==> src/rtl/hazard_scheduler.sv <==
// Load-use stall and EX/MEM forwarding-select generator for a 5-stage pipeline.
// Optional build macro HAZARD_XZR_EN: register 31 is the zero register and never matches.

// One source operand: does it match the EX slot or the MEM slot?
module hazard_src_lane (
   input  logic [4:0] src,
   input  logic       ex_valid,
   input  logic       ex_wr,
   input  logic [4:0] ex_rd,
   input  logic       mem_valid,
   input  logic       mem_wr,
   input  logic [4:0] mem_rd,
   output logic       ex_hit,
   output logic       mem_hit
);
   logic zr;

`ifdef HAZARD_XZR_EN
   assign zr = (src == 5'd31);
`else
   assign zr = 1'b0;
`endif

   assign ex_hit  = ex_valid  & ex_wr  & (ex_rd  == src) & ~zr;
   assign mem_hit = mem_valid & mem_wr & (mem_rd == src) & ~zr;
endmodule

module hazard_scheduler #(
   parameter int CNT_W = 16
) (
   input  logic             clk,
   input  logic             reset_n,
   input  logic             id_valid,
   input  logic [4:0]       id_rn,
   input  logic [4:0]       id_rm,
   input  logic [4:0]       id_rd,
   input  logic             id_wr,
   input  logic             id_load,
   input  logic             flush,
   output logic [1:0]       fwd_a,
   output logic [1:0]       fwd_b,
   output logic             stall,
   output logic [CNT_W-1:0] stall_cnt
);
   localparam int NUM_SRC = 2;

   typedef struct packed {
      logic       valid;
      logic [4:0] rd;
      logic       wr;
      logic       load;
   } slot_t;

   slot_t ex_q, mem_q, id_slot;

   logic [NUM_SRC-1:0][4:0] src;
   logic [NUM_SRC-1:0]      ex_hit, mem_hit;
   logic [NUM_SRC-1:0][1:0] fwd_sel;
   logic                    stall_raw, fwd_ok;

   assign src     = {id_rm, id_rn};
   assign id_slot = '{valid: id_valid, rd: id_rd, wr: id_wr, load: id_load};

   genvar g;
   generate
      for (g = 0; g < NUM_SRC; g++) begin : g_src
         hazard_src_lane u_lane (
            .src       (src[g]),
            .ex_valid  (ex_q.valid),
            .ex_wr     (ex_q.wr),
            .ex_rd     (ex_q.rd),
            .mem_valid (mem_q.valid),
            .mem_wr    (mem_q.wr),
            .mem_rd    (mem_q.rd),
            .ex_hit    (ex_hit[g]),
            .mem_hit   (mem_hit[g])
         );

         // EX wins over MEM; a load in EX cannot forward, it stalls instead
         assign fwd_sel[g] = !fwd_ok                   ? 2'b00 :
                             (ex_hit[g] & ~ex_q.load) ? 2'b01 :
                             mem_hit[g]               ? 2'b10 : 2'b00;
      end
   endgenerate

   assign stall_raw = id_valid & ex_q.load & (|ex_hit);
   assign stall     = reset_n & stall_raw;
   assign fwd_ok    = reset_n & id_valid & ~stall_raw;
   assign fwd_a     = fwd_sel[0];
   assign fwd_b     = fwd_sel[1];

   always_ff @(posedge clk) begin
      if (!reset_n) begin
         ex_q      <= '0;
         mem_q     <= '0;
         stall_cnt <= '0;
      end else if (flush) begin
         ex_q.valid  <= 1'b0;
         mem_q.valid <= 1'b0;
      end else begin
         mem_q <= ex_q;
         ex_q  <= stall ? slot_t'('0) : id_slot;
         if (stall && !(&stall_cnt))
            stall_cnt <= stall_cnt + 1'b1;
      end
   end

   // A stall only ever lasts one cycle: the bubble pushes the load into MEM
   a_single_stall : assert property (@(posedge clk) disable iff (!reset_n)
      (stall && !flush) |=> (mem_q.valid && mem_q.load && !stall));
endmodule

==> config.mk <==
export PLATFORM = sky130hd
export DESIGN_NAME = hazard_scheduler
export DESIGN_NICKNAME = d
export VERILOG_FILES = /design/src/rtl/hazard_scheduler.sv
export SDC_FILE = /design/constraint.sdc
export NUM_CORES = 1
export LEC_CHECK = 0
export BUFFER_PORTS_ARGS = -buffer_cell sky130_fd_sc_hd__buf_2
export CORE_MARGIN = 5
export CORE_UTILIZATION = 25
export CTS_CLUSTER_DIAMETER = 120
export DETAILED_ROUTE_END_ITERATION = 16
export PLACE_DENSITY = 0.55
export SKIP_CTS_REPAIR_TIMING = 1
export SLEW_MARGIN = 20
export SYNTH_ARGS = -nofsm -noshare
export SYNTH_HDL_FRONTEND = slang
export SYNTH_SLANG_ARGS = --single-unit
==> constraint.sdc <==
create_clock -name clk -period 1.6 [get_ports clk]
set_input_delay 0.16 -clock clk [delete_from_list [all_inputs] [get_ports clk]]
set_output_delay 0.16 -clock clk [all_outputs]
set_load 0.005 [all_outputs]
# Yosys cells after proc, flatten, opt, wreduce, memory -nomap -nowiden
# Cells that the tools add are included.
# totals
mem_bits_rw	0
memories	0
mem_bits_ro	0
latch_bits	0
ff_bits	31
input_bits	21
# op_classes
n_reduce_logical	7
n_mux	7
n_bitwise	17
div	0
order_cmp	0
mul	0
shift	0
n_eq_ne	4
n_addsub	1
# ops
operator	n
5-bit equality test	4
16-bit by 1-bit adder with 16-bit output (second input constant)	1
16-bit AND reduction	1
1-bit AND	13
2-bit 2-to-1 mux	6
7-bit 2-to-1 mux	1
1-bit NOT	4
2-bit OR reduction	2
3-bit OR reduction	1
2-bit AND reduction	1
1-bit logical AND	1
1-bit zero test	1

# Longest topological paths before layout
# logic_depth
ltp_word	7
mapped_depth	8
depth_no_buf	7

# Modules after synthesis
# A second synthesis with hierarchy kept.
# unflattened
cells_unflattened	194
hier_area_um2	1707.9
# modules_own_cells
module	seq_area_each_um2	cells_each	area_each_um2	n_inst
hazard_scheduler	620.6	162	1472.7	1
hazard_src_lane	0.0	16	117.6	2

# Worst setup path after synthesis
# OpenSTA, ideal clock, no wires.
# synth_timing
path_kind	reg-to-reg
startpoint	reg ex_q[6] in the netlist's numbering
endpoint	reg stall_cnt[11]
path_stages_with_launch	8
slack_ns	-0.125
n_path_buf	1
arrival_time_ns	1.654
period_less_slack_ns	1.725
path_cell_list	dfxtp_1 -> xor2_1 -> nor4_2 -> and4_4 -> o21ai_2 -> buf_2 -> nor4_2 -> mux2i_1
# synth_via
elab_chain_len	7
word_cells_on_any_way	9
classes_between	eq/ne (2); bitwise (4); reduce/logical (3)
# synth_rtl
item	line_no	rtl
from (decl)	54	slot_t ex_q, mem_q, id_slot;
from (signal assigned)	102	ex_q <= stall ? slot_t'('0) : id_slot;
5-bit equality test	24	assign ex_hit = ex_valid & ex_wr & (ex_rd == src) & ~zr;
1-bit AND	24	
2-bit OR reduction (*)	86	assign stall_raw = id_valid & ex_q.load & (|ex_hit);
1-bit AND (*)	86	
1-bit AND (*)	87	assign stall = reset_n & stall_raw;
1-bit logical AND (*)	103	if (stall && !(&stall_cnt))
2-bit AND reduction (no source line) (*)	n/a	
to (signal assigned)	104	stall_cnt <= stall_cnt + 1'b1;
to (decl)	43	output logic [CNT_W-1:0] stall_cnt
# Every way passes the cells marked *; elsewhere a longest branch is shown, timed or not.
# A chain may end at the register's enable or synchronous reset.

# Worst setup path after layout
# layout_timing
startpoint	reg ex_q[6] in the netlist's numbering
endpoint	out fwd_b[1]
# layout_via
elab_chain_len	7
word_cells_on_any_way	11
classes_between	eq/ne (2); mux (2); bitwise (6); reduce/logical (1)
# layout_rtl
item	line_no	rtl
5-bit equality test	24	
1-bit AND	24	
2-bit OR reduction	86	
1-bit AND	86	
1-bit NOT	88	assign fwd_ok = reset_n & id_valid & ~stall_raw;
1-bit AND	88	
2-bit 2-to-1 mux (*)	80	assign fwd_sel[g] = !fwd_ok ? 2'b00 :
to (decl)	41	output logic [1:0] fwd_b,
# Marked as above.

==> reports/metrics.yaml <==
run_status:
  status: "finished, violations left"
  violations: "negative setup slack"
logic_synthesis:
  synth_top_area_frac: 0.3513
  yosysWarnings: 0
  synth_ff_type: "dfxtp_1"
  synth_cells: 201
  synth-edff-count: 0
  synth.avg_cell_area_sq_um: 8.790
  synth_nets: 223
  ys_async_sr_fraction: 0
  synth_top_area_cell: "dfxtp_1"
  synth_area_leaders: "dfxtp_1 35%, xor2_1 8.4%, mux2i_1 5.7%"
  ys_seq_area_frac: 0.3513
  ys_types: 39
  synth-seq-cells: 31
  syn_area_sq_um: 1767
routing:
  drc: 0
  dr_total_vias: 1828
  drt-total-wl_mm: 5.326
  routedWlPerCell_microns: 13.48
  first_pass_iters: 4
  viasPerCell: 4.628
  drtAntennaViolNets: 0
  drt-initial-drc-count: 34
setup_path:
  setup.worst_path.class: "reg -> out"
  crit_cells: 7
  crit_chain: "xor2_4, nor4_4, nand4_1, buf_4, o2111ai_2, nor4_1, buf_2"
  reg2reg_depth: 7
  reg2reg_setup_slack_ns: -0.34
  cp-end-kind: "output port"
  crit_fanout: 3
  worstPathArrival_ns: 1.87
  critical_path.slowest_cell: "dfxtp_4"
  critPathLaunchType: "register"
  required_ns: 1.44
  cpPeakStageDelay_ns: 0.37
  critPathCapture: "fwd_b[1]"
  critical-path-top-delay-family: "simple AND/OR/NAND/NOR gates"
  path_buf_inv: 2
  r2r-end: "stall_cnt[7]$_SDFFE_PN0P_"
  r2r_start: "ex_q[6]$_SDFFE_PN0N_"
  crit_start: "ex_q[6]$_SDFFE_PN0N_"
die:
  num_io_pins: 42
  die-area_sq_um: 8848
  core_sq_um: 6832
  die_height_microns: 94.07
  die_w_microns: 94.07
  initial_core_util: 0.2586
  rows: 30
clock_tree:
  path_clk_slew_ns: 0.06
  clk_path_buf_depth: 2
  clk_latency_ns: 0.28
  numCtsBuffers: 5
  htreeDepth: 2
  cts_sinks: 31
  cts_tree: "done"
  cts-root-buf: "clkbuf_8"
global_routing:
  grt_max_degree: 24
  met3_usage: 0.03766
  grt_usage: 0.1217
  first_global_vias: 1762
  antenna_found_initial: 0
  grt_use_met2: 0.1993
  met1_usage: 0.1532
  gr-total-overflow: 0
  top_usage_layer: "met2"
  grt_pass1_wl_mm: 8.493
placement:
  dpl-instance-area_sq_um: 2459
  portBuffers: 41
  place_congestion: 0.7960
  dp_hpwl_mm: 3.991
sta:
  slew_viol_final: 0
  finalSetupViolCount: 28
  worst-slew-pin-transition_ns: 0.5147
  postLayoutSetupSlackWorst_ns: -0.4309
  period_minus_slack_ns: 2.031
  skew_ns: 0.005656
  rsz0062_at_grt: "yes"
  timing.final.hold_violations: 0
  whs_ns: 0.09449
  relSlewSlack: 0.6553
  max_freq_ghz: 0.4924
  min_period_over_period: 1.269
pwr:
  power_density_nw_per_um2: 597.7
  peakVddDrop_uv: 398.1
  cellLeakagePower_nw: 1.222
job:
  maxCapViolCount: 0
layout:
  antenna_cells: 0
  syn_to_final_growth_pct: 56.09
  drive_gt1_frac: 0.4482
  final_nets: 322
  design_area_sq_um: 2758
min_path:
  hold_path.class: "in -> reg"
  holdCritStartpoint: "id_rd[1]"
==> registers in the layout (all words and copies together), names as in the netlist <==
signal,cells
ex_q,8
mem_q,7
stall_cnt,16
==> power by group <==
part           leakage (nW)  switching, mW  total [mW]  internal (mW)
combinational         0.930          0.126       0.253          0.128
clock                0.0371          0.281       0.570          0.290
sequential            0.254         0.0273       0.825          0.797
total                  1.22          0.434        1.65           1.21
==> cell usage after synthesis, types with 2 or more instances <==
master,count
o31ai_1,11
o21a_1,2
or4_1,4
nor4_1,3
a21o_1,6
o211ai_1,2
and2_1,3
nor3_1,6
xnor2_1,7
nor4_2,3
nand3_1,14
nand2_1,21
mux2i_1,10
nand4_1,8
xor2_1,17
nor2_1,5
a21boi_1,5
nand2b_1,4
clkbuf_1,9
nor2b_1,10
o2111ai_1,3
dfxtp_1,31
==> cells by family (layout without fill, tap and decap cells) <==
kind of cell / Yosys count / in the layout / share of synthesized area
compound gates: 36 / 37 / 0.1593
mux: 10 / 10 / 0.05666
fa+ha+maj: 1 / 1 / 0.007081
flops: 31 / 31 / 0.3513
buf+inv: 11 / 108 / 0.02407
simple gates: 88 / 88 / 0.2826
xor+xnor: 24 / 24 / 0.1190
==> layout make-up <==
cell class	count	area, sq um
inverters	1	3.754
repair buffers	101	681.9
fillers	719	4074
flip-flops and latches	31	629.4
well taps	96	120.1
multi-input cells	160	1250
clock buffers	6	72.57
==> placed cells by master, fill, tap and decap left out, types with 2 or more instances in the layout <==
master     instances
a21boi_1           6
buf_6              7
nor4_2             2
nor3_1             6
nand2_1           21
nor2b_1            9
nand2b_1           4
or4_1              4
mux2i_1           10
o211ai_1           2
o31ai_1           11
xor2_2             3
xor2_1            13
o21ai_4            2
nand4_1            8
and2_1             3
dfxtp_2            4
buf_4             53
o21a_1             2
nor2_1             4
nand3_1           13
nor4_1             2
nor4_4             2
xnor2_1            7
and4_4             2
clkbuf_8           5
buf_2             41
dfxtp_1           26
a21o_1             6
o2111ai_2          2
==> per-layer routing <==
layer	part of all wire	wire (microns)
met4	0.0079	42
met5	0	0
met1	0.47	2496
met3	0.049	261
met2	0.47	2524
==> stage by stage <==
| stage | total power, mW | utilization | std cells | setup WS [ns] | setup TNS [ns] |
|---|---|---|---|---|---|
| floorplan | 0.9618 | - | 201 | -0.08211 | -1.259 |
| global placement | 1.063 | 0.3599 | 380 | -0.2735 | -4.198 |
| detailed placement | 1.068 | 0.3599 | 380 | -0.3088 | -5.274 |
| CTS | 1.638 | 0.3705 | 386 | -0.4727 | -7.069 |
| global route | 1.727 | 0.4037 | 395 | -0.4807 | -10.47 |
| finish | 1.648 | 0.4037 | 395 | -0.4309 | -8.005 |
==> worst register-to-register path, delay by kind of cell, from the launching register on <==
kind	cells	cell delay, ns
AO/OA/AOI/OAI	2	0.22
flip-flops	1	0.37
buffers and inverters	1	0.16
XOR/XNOR	1	0.16
AND/OR/NAND/NOR	3	0.97
==> how the worst min path moves through the flow <==
stage          cells past startpoint              endpoint  slack, ns
2_1_floorplan                      1  ex_q[2]$_SDFFE_PN0N_       0.27
3_3_place_gp                       2  ex_q[5]$_SDFFE_PN0N_       0.37
3_5_place_dp                       2  ex_q[3]$_SDFFE_PN0N_       0.38
4_1_cts                            2  ex_q[3]$_SDFFE_PN0N_       0.09
5_1_grt                            2  ex_q[3]$_SDFFE_PN0N_       0.09
6_report                           2  ex_q[3]$_SDFFE_PN0N_       0.09
(Power assumes the default switching activity.)
